### src/rtl/func_sweep_pkg.sv
// Shared state encoding and constants for the function-block sweep controller.
package func_sweep_pkg;
  typedef enum logic [1:0] {IDLE, SETTLE, SAMPLE, DONE} state_t;

  localparam int VEC_COUNT = 8;
  localparam int IDX_W     = 3;
  localparam logic [VEC_COUNT-1:0] FUNC_EXP_MASK = 8'h31;
endpackage

### src/rtl/func_sweep_timer.sv
// Settle down-counter: load arms it, expire fires on the SETTLE_CYCLES-th enabled cycle.
module func_sweep_timer #(
  parameter int SETTLE_CYCLES = 2
) (
  input  logic clk,
  input  logic rst,
  input  logic load,
  input  logic en,
  output logic expire
);
  localparam int CNT_W = $clog2(SETTLE_CYCLES + 1);

  logic [CNT_W-1:0] count;

  // Loaded with SETTLE_CYCLES-1 so that the cycle seeing zero is the last settle cycle.
  always_ff @(posedge clk or posedge rst) begin
    if (rst) begin
      count <= '0;
    end else if (load) begin
      count <= CNT_W'(SETTLE_CYCLES - 1);
    end else if (en && (count != '0)) begin
      count <= count - 1'b1;
    end
  end

  assign expire = en && (count == '0);
endmodule

### src/rtl/func_sweep_ctrl.sv
// In-system sweep of the 3-input function block: applies all {a,b,c}, captures y, checks it.
// Optional build macro FUNC_SWEEP_STOP_ON_FAIL_EN ends the sweep at the first mismatch.
module func_sweep_ctrl
  import func_sweep_pkg::*;
#(
  parameter int                   SETTLE_CYCLES = 2,
  parameter logic [VEC_COUNT-1:0] EXP_MASK      = FUNC_EXP_MASK
) (
  input  logic                 clk,
  input  logic                 rst,
  input  logic                 start,
  input  logic                 abort,
  output logic                 a,
  output logic                 b,
  output logic                 c,
  input  logic                 y,
  output logic                 busy,
  output logic                 done,
  output logic                 pass,
  output logic [VEC_COUNT-1:0] capture,
  output logic                 fail_valid,
  output logic [IDX_W-1:0]     fail_idx
);
  state_t               state;
  logic [IDX_W-1:0]     idx;
  logic [VEC_COUNT-1:0] capture_next;
  logic                 mismatch;
  logic                 finish;
  logic                 timer_load;
  logic                 timer_expire;

  // pass must see the bit sampled on the very edge that enters DONE.
  always_comb begin
    capture_next      = capture;
    capture_next[idx] = y;
  end

  assign mismatch = (y != EXP_MASK[idx]);

`ifdef FUNC_SWEEP_STOP_ON_FAIL_EN
  assign finish = (idx == IDX_W'(VEC_COUNT - 1)) || mismatch;
`else
  assign finish = (idx == IDX_W'(VEC_COUNT - 1));
`endif

  assign timer_load = ((state == IDLE) && start && !abort) ||
                      ((state == SAMPLE) && !abort && !finish);

  func_sweep_timer #(
    .SETTLE_CYCLES(SETTLE_CYCLES)
  ) u_timer (
    .clk    (clk),
    .rst    (rst),
    .load   (timer_load),
    .en     (state == SETTLE),
    .expire (timer_expire)
  );

  always_ff @(posedge clk or posedge rst) begin
    if (rst) begin
      state      <= IDLE;
      idx        <= '0;
      {a, b, c}  <= 3'b000;
      busy       <= 1'b0;
      done       <= 1'b0;
      pass       <= 1'b0;
      capture    <= '0;
      fail_valid <= 1'b0;
      fail_idx   <= '0;
    end else begin
      done <= 1'b0;
      case (state)
        IDLE: begin
          if (start && !abort) begin
            state      <= SETTLE;
            idx        <= '0;
            {a, b, c}  <= 3'b000;
            busy       <= 1'b1;
            pass       <= 1'b0;
            capture    <= '0;
            fail_valid <= 1'b0;
            fail_idx   <= '0;
          end
        end
        SETTLE: begin
          if (abort) begin
            state     <= IDLE;
            busy      <= 1'b0;
            {a, b, c} <= 3'b000;
          end else if (timer_expire) begin
            state <= SAMPLE;
          end
        end
        SAMPLE: begin
          if (abort) begin
            state     <= IDLE;
            busy      <= 1'b0;
            {a, b, c} <= 3'b000;
          end else begin
            capture <= capture_next;
            if (mismatch && !fail_valid) begin
              fail_valid <= 1'b1;
              fail_idx   <= idx;
            end
            if (finish) begin
              state     <= DONE;
              busy      <= 1'b0;
              done      <= 1'b1;
              {a, b, c} <= 3'b000;
              pass      <= (capture_next == EXP_MASK);
            end else begin
              state     <= SETTLE;
              idx       <= idx + 1'b1;
              {a, b, c} <= idx + 1'b1;
            end
          end
        end
        DONE: begin
          state <= IDLE;
        end
        default: begin
          state <= IDLE;
        end
      endcase
    end
  end
endmodule

### config.mk
export PLATFORM = sky130hd
export DESIGN_NAME = func_sweep_ctrl
export DESIGN_NICKNAME = d
export VERILOG_FILES = /design/src/rtl/func_sweep_pkg.sv /design/src/rtl/func_sweep_timer.sv /design/src/rtl/func_sweep_ctrl.sv
export SDC_FILE = /design/constraint.sdc
export NUM_CORES = 1
export LEC_CHECK = 0
export BUFFER_PORTS_ARGS = -buffer_cell sky130_fd_sc_hd__buf_2
export CAP_MARGIN = 20
export CORE_ASPECT_RATIO = 1.2
export CORE_UTILIZATION = 35
export DETAILED_ROUTE_END_ITERATION = 10
export GPL_TIMING_DRIVEN = 0
export PLACE_DENSITY_LB_ADDON = 0.1
export SETUP_SLACK_MARGIN = 0.5
export SLEW_MARGIN = 20
export SYNTH_ARGS = -nofsm -noshare
export SYNTH_HDL_FRONTEND = slang
export SYNTH_SLANG_ARGS = --single-unit
### constraint.sdc
create_clock -name clk -period 1.65 [get_ports clk]
set_input_delay 0.2475 -clock clk [delete_from_list [all_inputs] [get_ports clk]]
set_output_delay 0.2475 -clock clk [all_outputs]
set_load 0.05 [all_outputs]
-- After elaboration in Yosys (flattened, before gate mapping)
Memory sizes are Yosys's and may differ from the RTL's.
Cells that the tools add are included.
- register bits after elaboration: 25
- latch bits: 0
- bits in writable memories: 0
- bits in read-only memories: 8
- input port bits: 5
- output and inout bits: 18
- word-level logic and storage cells: 103
- memories: 1
- memory list (name ; words ; bits a word ; read ports ; clocked after memory_dff ; write ports ; line ; source):
    (no name shown) ; 8 ; 1 ; 1 ; 0 ; 0 ; func_sweep_ctrl.sv:38 ; assign mismatch = (y != EXP_MASK[idx]);
- add/subtract/negate cells: 2
- multiply operators: 0
- divide/modulo/power cells: 0
- order comparisons: 2
- equal/unequal tests: 14
- shift operators: 0
- multiplexer cells: 46
- bitwise logic cells: 0
- reduce and logical (&&, ||, !) cells: 26
- operators with widths (cell ; count):
    two-way mux 1 bit ; 20
    two-way mux 8 bit ; 2
    case mux 8 bit (2 select lines) ; 1
    AND reduction 4 bit ; 4
    two-way mux 3 bit ; 5
    two-way mux 2 bit ; 7
    case mux 1 bit (3 select lines) ; 4
    case mux 3 bit (2 select lines) ; 2
    logical AND 1 bit ; 9
    bitwise mux 8 bit ; 1
    == test 8 x 6 -> 1 bit (second input constant) ; 1
    inequality test 2 bit (second input constant) ; 4
    case mux 2 bit (4 select lines) ; 1
    inequality test 3 bit (second input constant) ; 2
    AND reduction 3 bit ; 2
    nonzero test 2 bit ; 3
    == test 2 bit (second input constant) ; 2
    zero test 2 bit ; 2
    < comparator 3 x 4 -> 1 bit (second input constant) ; 1
    inequality test 2 x 1 -> 1 bit (second input constant) ; 2
    case mux 1 bit (2 select lines) ; 2
    adder 3 x 1 -> 3 bit (second input constant) ; 1
    demux 1 bit (select 3 bit) ; 1
    == test 3 bit (second input constant) ; 1
    8 further kinds ; 10

-- Longest topological paths before layout
- depth in word-level cells: 9
- mapped depth: 7
- mapped depth without buffers: 6

-- By module
From an unflattened synthesis, not the netlist that was laid out.
- cell total of the unflattened synthesis: 181
- area total of the unflattened synthesis: 1656.6 µm²
- modules (own cells, without submodules) (module ; instances ; cells each ; area an instance (µm²)):
    func_sweep_ctrl ; 1 ; 168 ; 1529.0
    func_sweep_timer ; 1 ; 13 ; 127.6

-- Least setup slack after synthesis
OpenSTA, ideal clock, no wires.
- path kind: reg-to-reg
- from: reg idx[0]
- to: reg fail_idx[0]
- data arrival time: 1.634 ns
- path slack: -0.064 ns
- cell stages (with the launch flop): 8
- path through: dfrtp_1 -> buf_2 -> inv_1 -> ha_1 -> nand2b_1 -> nand3_1 -> a211oi_4 -> mux2i_1
- cells in the longest elaborated chain, start to end: 6
- elaborated cells between the ends (all ways): 9
- those cells by class: eq/ne (2); mux (4); reduce/logical (2); memory (1)
- RTL lines (element ; line ; source):
    from (decl) ; func_sweep_ctrl.sv:25 ; logic [IDX_W-1:0] idx;
    from (signal assigned) ; func_sweep_ctrl.sv:113 ; idx <= idx + 1'b1;
    memory read (8 x 1 bit) ; -- ;
    two-way mux 1 bit (implied by the code) ; func_sweep_ctrl.sv:38 ;
    inequality test 1 bit ; func_sweep_ctrl.sv:38 ;
    logical AND 1 bit ; func_sweep_ctrl.sv:101 ; if (mismatch && !fail_valid) begin
    inequality test 2 x 1 -> 1 bit (no line) ; -- ;
    AND reduction 4 bit (no line) ; -- ;
    to (signal assigned) ; func_sweep_ctrl.sv:103 ; fail_idx <= idx;
    to (decl) ; func_sweep_ctrl.sv:22 ; output logic [IDX_W-1:0] fail_idx
Parallel ways exist; a longest one is shown, timed or not. The select of a mux whose other input is x is not followed.
A chain may end at the register's enable or synchronous reset.

-- Final worst setup path
- from: reg idx[0]
- to: reg fail_idx[1]
- cells in the longest elaborated chain, start to end: 6
- RTL lines (element ; line):
    memory read (8 x 1 bit) ; --
    two-way mux 1 bit (implied by the code) ; func_sweep_ctrl.sv:38
    inequality test 1 bit ; func_sweep_ctrl.sv:38
    logical AND 1 bit ; func_sweep_ctrl.sv:101
    inequality test 2 x 1 -> 1 bit (no line) ; --
    AND reduction 4 bit (no line) ; --
Every way passes these cells. The select of a mux whose other input is x is not followed.

==> results.rst <==
.. list-table::
   :header-rows: 1

   * - Metric
     - Value
   * - Run status
     - finished with violations
   * - Violations in the final reports
     - negative setup slack
   * - Reg-to-reg critical path endpoint
     - fail_idx[1]
   * - List of most frequent post-synthesis cells
     - 25 x sky130_fd_sc_hd__dfrtp_1, 16 x sky130_fd_sc_hd__inv_1, 15 x sky130_fd_sc_hd__a21oi_1, 15 x sky130_fd_sc_hd__nand2_1, 9 x sky130_fd_sc_hd__ha_1
   * - Core occupancy in the finished layout
     - 63.1%
   * - Remaining antenna violation count after routing
     - 0
   * - Origin of the worst min-delay path
     - y
   * - Clock Sink Count
     - 25
   * - Library cell occupying the most area in the post-synthesis netlist
     - sky130_fd_sc_hd__dfrtp_1
   * - Switching share of power
     - 39.1%
   * - Worst Hold Depth
     - 3
   * - Synthesized netlist net count
     - 184
   * - Die height
     - 76.7 um
   * - Critical path cell sequence
     - buf_6 > inv_8 > ha_4 > nand2b_4 > a21o_1 > a211oi_4 > mux2i_1
   * - Worst Path Required
     - 1.84 ns
   * - First-pass GRT wire length
     - 7.53 mm
   * - VDD IR max
     - 0.707 mV
   * - Flip-flop cell with the highest count after synthesis
     - sky130_fd_sc_hd__dfrtp_1
   * - Number of nets at the end of the flow
     - 251
   * - Post-synth EDFFs
     - 0
   * - Via count of the first global-routing pass
     - 1552
   * - Tightest Hold Check Type
     - input pin to flop
   * - Worst hold path endpoint
     - capture[3]
   * - Filler Cells Inserted
     - 357
   * - Number of buffers created by CTS
     - 3
   * - Post-synthesis sequential element count
     - 25
   * - R2R depth
     - 7
   * - Part of the total power dissipated in sequential elements
     - 27.8%
   * - CP Capture Type
     - flop
   * - Total global-route track usage
     - 19.5%
   * - Effective utilization at floorplan
     - 37.4%
   * - Fraction of synthesized area in multiplexers
     - 5.07%
   * - Number of buffer cells added on primary ports
     - 21
   * - Clock group share of total power
     - 13.4%
   * - Row count
     - 26
   * - Critical path data arrival time
     - 1.85 ns
   * - Count of final max-slew check failures
     - 0
   * - Internal power consumption
     - 1650 uW
   * - CTS tree
     - built
   * - TNS Setup
     - -0.00582 ns
   * - Maximum achievable frequency
     - 604 MHz
   * - Fraction of synthesized cell area taken by the top area cell type
     - 38.4%
   * - Worst clock skew on the final layout
     - 0.00645 ns
   * - RSZ-0062 raised after global routing
     - yes
   * - Worst path top cell family by delay
     - compound AO/OA/AOI/OAI gates
   * - Synthesis-to-layout area growth
     - 68.7%
   * - Detailed-route wire length
     - 4.95 mm
   * - Worst-case clock buffer depth
     - 2
   * - Final global-route overflow total
     - 0
   * - Total die area
     - 0.00493 sq mm
   * - Sequential share of the synthesized area
     - 38.4%
   * - Mapped Area
     - 0.00163 sq mm
   * - Fraction of the mapped netlist area in adder cells
     - 6.91%
   * - Critical path fanouts, max
     - 3
   * - Worst R2R Start
     - idx[0]
   * - Root Buffer
     - sky130_fd_sc_hd__clkbuf_8
   * - Tightest Pin Transition
     - 0.384 ns
   * - Core Footprint
     - 0.00436 sq mm
   * - Library cell with the highest instance count after synthesis
     - sky130_fd_sc_hd__dfrtp_1
   * - Count of max-cap constraint violations
     - 0
   * - CTS H-tree lvls
     - 1
   * - Final critical-path setup slack
     - -0.00582 ns
   * - Post-DP HPWL
     - 2.88 mm
   * - Post-DR vias/cell
     - 5.40
   * - WL/cell
     - 17.0 um
   * - Leading post-synthesis cells by cell area
     - sky130_fd_sc_hd__dfrtp_1 38%, sky130_fd_sc_hd__ha_1 6.9%, sky130_fd_sc_hd__a21oi_1 4.6%, sky130_fd_sc_hd__mux2i_1 3.7%, sky130_fd_sc_hd__inv_1 3.7%
   * - DR DRC count
     - 0
   * - Biggest cell delay along the critical path
     - 0.44 ns
   * - Max_slew headroom
     - 74.2%
   * - Final worst path period share
     - 100%
   * - Category of the critical setup timing path
     - flop to flop
   * - Synth unique cells
     - 43
   * - Setup violators final
     - 1
   * - Iteration-0 DRC count of the detailed router
     - 71
   * - Kind of launch point of the worst setup path
     - flop
   * - Total vias in the final route
     - 1576
   * - Number of instances in the synthesized netlist
     - 170
   * - Initial antenna violation count
     - 0
   * - Crit path time final
     - 1.66 ns
   * - Crit path max-delay cell type
     - sky130_fd_sc_hd__dfrtp_2
   * - Antenna diodes
     - 0
   * - Largest net degree at the start of global routing
     - 26
   * - First-pass detailed-route iteration total
     - 4
   * - Ports
     - 23
   * - Fraction of power consumed by combinational cells
     - 58.8%
   * - Register clock-pin slew on the reported worst setup and hold paths
     - 0.09 ns
   * - Syn_area_per_cell
     - 9.58 sq um
   * - Width of the die
     - 64.3 um
   * - FF-to-FF setup slack
     - -0.006 ns
   * - Leakage power
     - 0.00119 uW
   * - Async SR Flop Fraction
     - 100%
   * - Synth Area in Simple Gates
     - 17.7%
   * - Synthesis Warnings
     - 0
   * - Clock latency reported for the late side of the worst-skew pair
     - 0.27 ns
   * - Weighted congestion at the end of routability-driven global placement
     - 0.819
   * - Psw
     - 1060 uW
   * - Post-synthesis compound-gate area fraction
     - 24.0%
   * - Dominant combinational cell family by area after synthesis
     - compound AO/OA/AOI/OAI gates
   * - Worst setup slack before clock tree synthesis
     - -0.124 ns
   * - Share of layout cells above drive strength 1
     - 58.1%
   * - Xor/xnor cell area share of the yosys netlist
     - 0.538%
   * - CP bufs+invs
     - 2
   * - Final number of hold-violating endpoints
     - 0
   * - Power density normalized to cell area
     - 984 mW/mm^2
## metal layers
metal / vias up / wire length [um] / global-route usage [%]
met3: 9 / 158 / 2.68
met2: 32 / 2730 / 35.3
met4: 0 / 76 / 6.22
met5: - / 0 / 0
li1: 742 / - / -
met1: 793 / 1980 / 23.4
## worst max path at each step
| stage | start | end | slack (ns) | depth (start not counted) |
|---|---|---|---|---|
| after global routing | idx[1] | fail_idx[0] | -0.09 | 7 |
| after global placement | idx[2] | pass | -0.11 | 5 |
| final | idx[0] | fail_idx[1] | -0.006 | 7 |
| after CTS | idx[0] | fail_idx[1] | -0.007 | 7 |
| after detailed placement | idx[0] | fail_idx[0] | -0.12 | 7 |
| after floorplan | idx[0] | fail_idx[0] | 0.07 | 7 |
## worst register-to-register path: cells and delay by family (launching register included)
kind | cells | cell delay [ns]
multiplexers | 1 | 0.24
flip-flops | 1 | 0.44
buffers and inverters | 2 | 0.19
adder cells (fa/ha/maj) | 1 | 0.12
AO/OA/AOI/OAI | 2 | 0.53
AND/OR/NAND/NOR | 1 | 0.05
## cell type report
| class | count | area [sq um] | area share, % |
|---|---|---|---|
| clock inverter | 1 | 5.00 | 0.182 |
| tap | 56 | 70.1 | 2.55 |
| multi-input combinational | 121 | 1240 | 45.3 |
| timing repair buffer | 62 | 599 | 21.8 |
| inverter | 16 | 75.1 | 2.73 |
| buffer | 8 | 82.6 | 3.00 |
| clock buffer | 3 | 41.3 | 1.50 |
| sequential | 25 | 631 | 22.9 |
## registers in the layout, indices dropped and copies added (netlist names), 2 cells and up
name           flops
capture            8
idx                3
fail_idx           3
u_timer.count      2
state              2
## layout by cell type (no fill, tap or decap), drive strengths merged, types with 7 or more instances in the layout
| master | netlist | layout |
|---|---|---|
| o22ai | 7 | 7 |
| nand2 | 16 | 16 |
| a211oi | 7 | 7 |
| clkbuf | 0 | 13 |
| inv | 16 | 15 |
| buf | 8 | 59 |
| ha | 9 | 9 |
| dfrtp | 25 | 25 |
| nand2b | 8 | 8 |
| a21oi | 15 | 15 |
## metrics by stage
step | instances | hold WS, ns | area, sq um | total power [uW]
global route | 292 | 0.331 | 2750 | 2870
floorplan | 170 | 0.275 | 1750 | 1540
CTS | 274 | 0.237 | 2350 | 2430
finish | 292 | 0.330 | 2750 | 2710
global placement | 247 | 0.494 | 1930 | 1700
detailed placement | 247 | 0.499 | 1930 | 1730
## logic make-up after synthesis
family,after synthesis
adder cells (fa/ha/maj),9
AND/OR/NAND/NOR,52
buffers and inverters,24
flip-flops,25
multiplexers,8
XOR/XNOR,1
AO/OA/AOI/OAI,51
## power groups by stage
| stage | logic, uW | registers (uW) | clock network, uW |
|---|---|---|---|
| after floorplan | 670 | 869 | 0 |
| after global placement | 930 | 770 | 0 |
| after detailed placement | 954 | 775 | 0 |
| after CTS | 1300 | 748 | 379 |
| after global routing | 1710 | 762 | 400 |
| final | 1590 | 753 | 362 |
## timing repair
action,in CTS,in global routing
hold endpoints to repair,0,8
setup buffers,22,16
setup endpoints to repair,33,41
hold buffers,0,1
resized for setup,44,54
pin swaps,18,19
cloned,1,0
No activity file was read; power rests on OpenSTA's default activity.
